[config.mk]
export PLATFORM = sky130hd
export DESIGN_NAME = for_window_acc
export DESIGN_NICKNAME = d
export VERILOG_FILES = /design/src/rtl/for_window_acc.sv
export SDC_FILE = /design/constraint.sdc
export NUM_CORES = 1
export LEC_CHECK = 0
export CORE_MARGIN = 2
export CORE_UTILIZATION = 53
export DETAILED_ROUTE_END_ITERATION = 12
export PLACE_DENSITY_LB_ADDON = 0.3
export REMOVE_ABC_BUFFERS = 1
export SYNTH_ARGS = -nofsm -noshare
export SYNTH_HDL_FRONTEND = slang
export SYNTH_SLANG_ARGS = --single-unit
[constraint.sdc]
create_clock -name CLK -period 5.4 [get_ports CLK]
set_input_delay 1.08 -clock CLK [delete_from_list [all_inputs] [get_ports CLK]]
set_output_delay 1.08 -clock CLK [all_outputs]
set_load 0.05 [all_outputs]
[src/rtl/for_window_acc.sv]
// for_window_acc: sums every WINDOW accepted beats into a one-entry output register.
// Define FOR_WINDOW_ACC_MAX_EN to also report the per-window maximum on OUT_MAX.
module for_window_acc #(
    parameter int NBITS  = 8,
    parameter int WINDOW = 4,
    parameter int ACCW   = NBITS + $clog2(WINDOW)
) (
    input  logic             CLK,
    input  logic             RST_N,
    input  logic [NBITS-1:0] IN_DATA,
    input  logic             IN_VALID,
    output logic             IN_READY,
    input  logic             CLEAR,
    output logic [ACCW-1:0]  OUT_SUM,
    output logic [NBITS-1:0] OUT_MAX,
    output logic             OUT_VALID,
    input  logic             OUT_READY
);

    localparam int CW = $clog2(WINDOW);
    localparam logic [CW-1:0] LAST = CW'(WINDOW - 1);

    typedef enum logic {
        EMPTY,
        FULL
    } state_t;

    state_t          state;
    logic [ACCW-1:0] acc;
    logic [ACCW-1:0] acc_next;
    logic [ACCW-1:0] sum_r;
    logic [CW-1:0]   cnt;
    logic            last;
    logic            accept;

    assign last      = (cnt == LAST);
    assign OUT_VALID = (state == FULL);
    assign OUT_SUM   = sum_r;
    assign acc_next  = acc + ACCW'(IN_DATA);

    // Stall only when the closing beat would overwrite an unconsumed result.
    assign IN_READY = !CLEAR && !(last && OUT_VALID && !OUT_READY);
    assign accept   = IN_VALID && IN_READY;

    always_ff @(posedge CLK or negedge RST_N) begin
        if (!RST_N) begin
            acc <= '0;
            cnt <= '0;
        end else if (CLEAR) begin
            acc <= '0;
            cnt <= '0;
        end else if (accept) begin
            if (last) begin
                acc <= '0;
                cnt <= '0;
            end else begin
                acc <= acc_next;
                cnt <= cnt + CW'(1);
            end
        end
    end

    always_ff @(posedge CLK or negedge RST_N) begin
        if (!RST_N) begin
            state <= EMPTY;
            sum_r <= '0;
        end else if (accept && last) begin
            state <= FULL;
            sum_r <= acc_next;
        end else if (state == FULL && OUT_READY) begin
            state <= EMPTY;
        end
    end

`ifdef FOR_WINDOW_ACC_MAX_EN
    logic [NBITS-1:0] max_r;
    logic [NBITS-1:0] max_next;
    logic [NBITS-1:0] max_out;

    assign max_next = (IN_DATA > max_r) ? IN_DATA : max_r;
    assign OUT_MAX  = max_out;

    always_ff @(posedge CLK or negedge RST_N) begin
        if (!RST_N) begin
            max_r <= '0;
        end else if (CLEAR) begin
            max_r <= '0;
        end else if (accept) begin
            max_r <= last ? '0 : max_next;
        end
    end

    always_ff @(posedge CLK or negedge RST_N) begin
        if (!RST_N) begin
            max_out <= '0;
        end else if (accept && last) begin
            max_out <= max_next;
        end
    end
`else
    assign OUT_MAX = '0;
`endif

endmodule

==> summary.md <==
| Metric | Value |
|---|---|
| Routed vias | `roughly 1100` |
| Worst vdd ir | `197 uV` |
| Die Wd | `roughly 55 microns` |
| Worst path max stage delay | `roughly 800 ps` |
| WS Path Type | `in2out` |
| Setup violations, final | `0` |
| Yosys reg bits | `23` |
| Clock Path Buffers | `2` |
| Initial antenna violation count | `0` |
| CP max-delay cell | `clkdlybuf4s50_1` |
| Final RePlAce weighted congestion | `0.866` |
| PostCTS Resize Cnt | `0` |
| Min cycle time layout | `3750 ps` |
| CTS Buf Count | `3` |
| Antenna Violating Nets Remaining | `0` |
| Final Hold Viols | `0` |
| Fmax | `about 0.27 GHz` |
| Unrepaired setup endpoints after global routing | `no` |
| Vias in the first global route | `approximately 970` |
| Grt met3 use | `0.0269` |
| Reg2Reg Depth | `4` |
| Synth cell types | `36` |
| Reg-to-Reg End | `OUT_SUM[4]` |
| WL/cell | `roughly 14 microns` |
| IO buf count | `24` |
| Synth Instances | `142` |
| Status | `completed` |
| Seq/Total Area, Yosys | `0.417` |
| Final WS setup | `1650 ps` |
| Setup crit start kind | `input port` |
| # diodes | `0` |
| Synth Cell Area | `about 1400 sq um` |
| CTS tree | `done` |
| Non-filler cells, final | `195` |
| GR Layer Usage met2 | `0.331` |
| Fin crit share | `0.694` |
| Syn Area/Cell | `9.71 sq um` |
| Total track usage | `0.205` |
| CP max FO | `3` |
| Area of the core region | `between 2000 and 2500 sq um` |
| DRC | `0` |
| DRT Wirelength | `2730 microns` |
| Hold_buf cts | `0` |
| Final net count | `189` |
| I/O pin count | `33` |
| Initial Util | `0.557` |
| Hold Path Class | `reg2reg` |
| CP most frequent cell | `clkdlybuf4s50_1` |
| DR iter-0 viols | `17` |
| Chip Height | `55.0 microns` |
| Htree depth | `1` |
| Worst-skew pair later-pin latency | `310 ps` |
| Critical-path cell list | `clkdlybuf4s50_1, and3b_1, nor2_1, clkdlybuf4s50_1` |
| Max-cap violations | `0` |
| Setup Skew | `~2.1 ps` |
| Slew @ Worst Pin | `around 1000 ps` |
| Worst slack, placed | `1660 ps` |
| Pin count of the biggest net entering global routing | `24` |
| TNS Setup | `0 ps` |
| Critical Path End Type | `primary output` |
| Drt first pass iters | `4` |
| Worst reg2reg path startpoint | `cnt[0]` |
| Min-delay src | `OUT_SUM[6]` |
| Busiest grt layer | `met2` |
| Synth warnings | `0` |
| Synth-to-Final Area Change | `18.5%` |
| Cells after DPL | `191` |
| CTS Sinks | `23` |
| Clock Tree Root | `clkbuf_4` |
| GR Util met1 | `0.280` |
| LEAKAGE | `roughly 0.75 nW` |
| # Post-CTS Setup Buffers | `0` |
| Slew HR | `0.310` |
| Row count | `18` |
| GRT overflow | `0` |
| Critical path arrival | `around 2700 ps` |
| Die Area | `a little over 3000 sq um` |
| Setup crit start | `OUT_READY` |
| Final HPWL DP | `2060 microns` |
| Global-route wire length before repair | `between 4000 and 5000 microns` |
| Clock slew at reported path FFs | `~130 ps` |
| Via-to-Cell Ratio | `5.62` |
| Worst EP required | `around 4300 ps` |
| Pwr Density | `321 nW/um^2` |
| Flop-to-flop setup slack | `3280 ps` |
| CP endpoint | `IN_READY` |
| Share of layout cells above drive strength 1 | `0.0606` |
| Slew Viols, Final | `0` |
[metrics by stage]
stage	cell area, sq um	power [mW]	hold slack (ps)	utilization
3_5_place_dp	1610	0.446	470	0.649
6_report	1630	0.525	492	0.660
3_3_place_gp	1610	0.439	459	0.649
4_1_cts	1630	0.526	500	0.660
2_1_floorplan	1330	0.379	453	-
5_1_grt	1630	0.556	531	0.660
[synth_stat cells]
| cell | n | share of area |
|---|---|---|
| dfrtp_1 | 23 | 0.42 |
| nand2_1 | 17 | 0.046 |
| ha_1 | 9 | 0.082 |
| buf_4 | 8 | 0.044 |
| o21ai_0 | 8 | 0.029 |
| a21oi_1 | 6 | 0.022 |
| nor3_1 | 6 | 0.022 |
| inv_1 | 5 | 0.014 |
| a211oi_1 | 4 | 0.022 |
| a21o_1 | 4 | 0.022 |
| a22o_1 | 4 | 0.025 |
| clkbuf_1 | 4 | 0.011 |
| nor2_1 | 4 | 0.011 |
| o21a_1 | 4 | 0.022 |
| mux2_2 | 3 | 0.024 |
| nand2b_1 | 3 | 0.014 |
| nand3_1 | 3 | 0.011 |
| o211ai_1 | 3 | 0.016 |
| o31ai_1 | 3 | 0.016 |
| a31o_2 | 2 | 0.013 |
| nand4_1 | 2 | 0.0091 |
| xnor2_1 | 2 | 0.013 |
| xor2_1 | 2 | 0.013 |
| a21bo_2 | 1 | 0.0073 |
| a2bb2oi_1 | 1 | 0.0064 |
| a32o_1 | 1 | 0.0073 |
| and2_0 | 1 | 0.0045 |
| and2_1 | 1 | 0.0045 |
| and3b_1 | 1 | 0.0064 |
| conb_1 | 1 | 0.0027 |
| fa_1 | 1 | 0.015 |
| nand3b_1 | 1 | 0.0054 |
| o22a_1 | 1 | 0.0064 |
| o22ai_1 | 1 | 0.0045 |
| or3_4 | 1 | 0.0082 |
| or4_1 | 1 | 0.0054 |
[area by class of cell]
| cell class | instances | area [sq um] |
|---|---|---|
| Inverter | 5 | 18.8 |
| Timing Repair Buffer | 24 | 240 |
| Multi-Input combinational cell | 109 | 736 |
| Tap cell | 30 | 37.5 |
| Sequential cell | 23 | 576 |
| Clock buffer | 4 | 26.3 |
| Fill cell | 218 | 843 |
[per-layer routing]
metal / part of all wire / vias to the layer above
met5: 0 / -
met4: 0.011 / 0
met3: 0.040 / 4
met2: 0.47 / 25
met1: 0.48 / 516
li1: - / 550
[registers in the layout, indices dropped and copies added, names as in the netlist]
name and flops:
acc 10, OUT_VALID 1, cnt 2, OUT_SUM 10
[cell usage in the layout, fill, tap and decap left out, drive strengths merged, types with 2 or more instances in the layout]
| cell type | count |
|---|---|
| clkdlybuf4s50 | 24 |
| dfrtp | 23 |
| nand2 | 17 |
| ha | 9 |
| o21ai | 8 |
| conb | 8 |
| nor3 | 6 |
| a21oi | 6 |
| inv | 5 |
| nor2 | 4 |
| a211oi | 4 |
| a21o | 4 |
| o21a | 4 |
| a22o | 4 |
| clkbuf | 4 |
| o211ai | 3 |
| nand3 | 3 |
| nand2b | 3 |
| o31ai | 3 |
| mux2 | 3 |
| a31o | 2 |
| xnor2 | 2 |
| xor2 | 2 |
| nand4 | 2 |
| and2 | 2 |
[worst max-delay path, delay by kind of cell]
family / cells / cell delay (ps)
AND/OR/NAND/NOR: 2 / 300
buffers and inverters: 2 / 1280
[kinds of logic after synthesis]
family / synth area share
AOI/OAI and AO/OA: 0.219
xor gates and xnor gates: 0.0254
adders and majority gates: 0.0962
buffers and inverters: 0.0681
DFF: 0.417
muxes: 0.0245
other: 0.00272
and+or+nand+nor: 0.147
[worst min-delay path by stage]
stage	endpoint	slack, ps	cells after the start
after floorplan	acc[6]	450	2
after global placement	OUT_SUM[8]	460	2
after detailed placement	OUT_SUM[6]	470	2
after CTS	OUT_SUM[6]	500	2
after global routing	OUT_SUM[9]	530	2
final	OUT_SUM[6]	490	2
[power breakdown]
group / internal (mW) / leakage [nW] / switching (mW)
clock: 0.0289 / 0.0150 / 0.0534
sequential: 0.201 / 0.309 / 0.0186
combinational: 0.0844 / 0.423 / 0.138
total: 0.314 / 0.747 / 0.210
(Power assumes the default switching activity.)
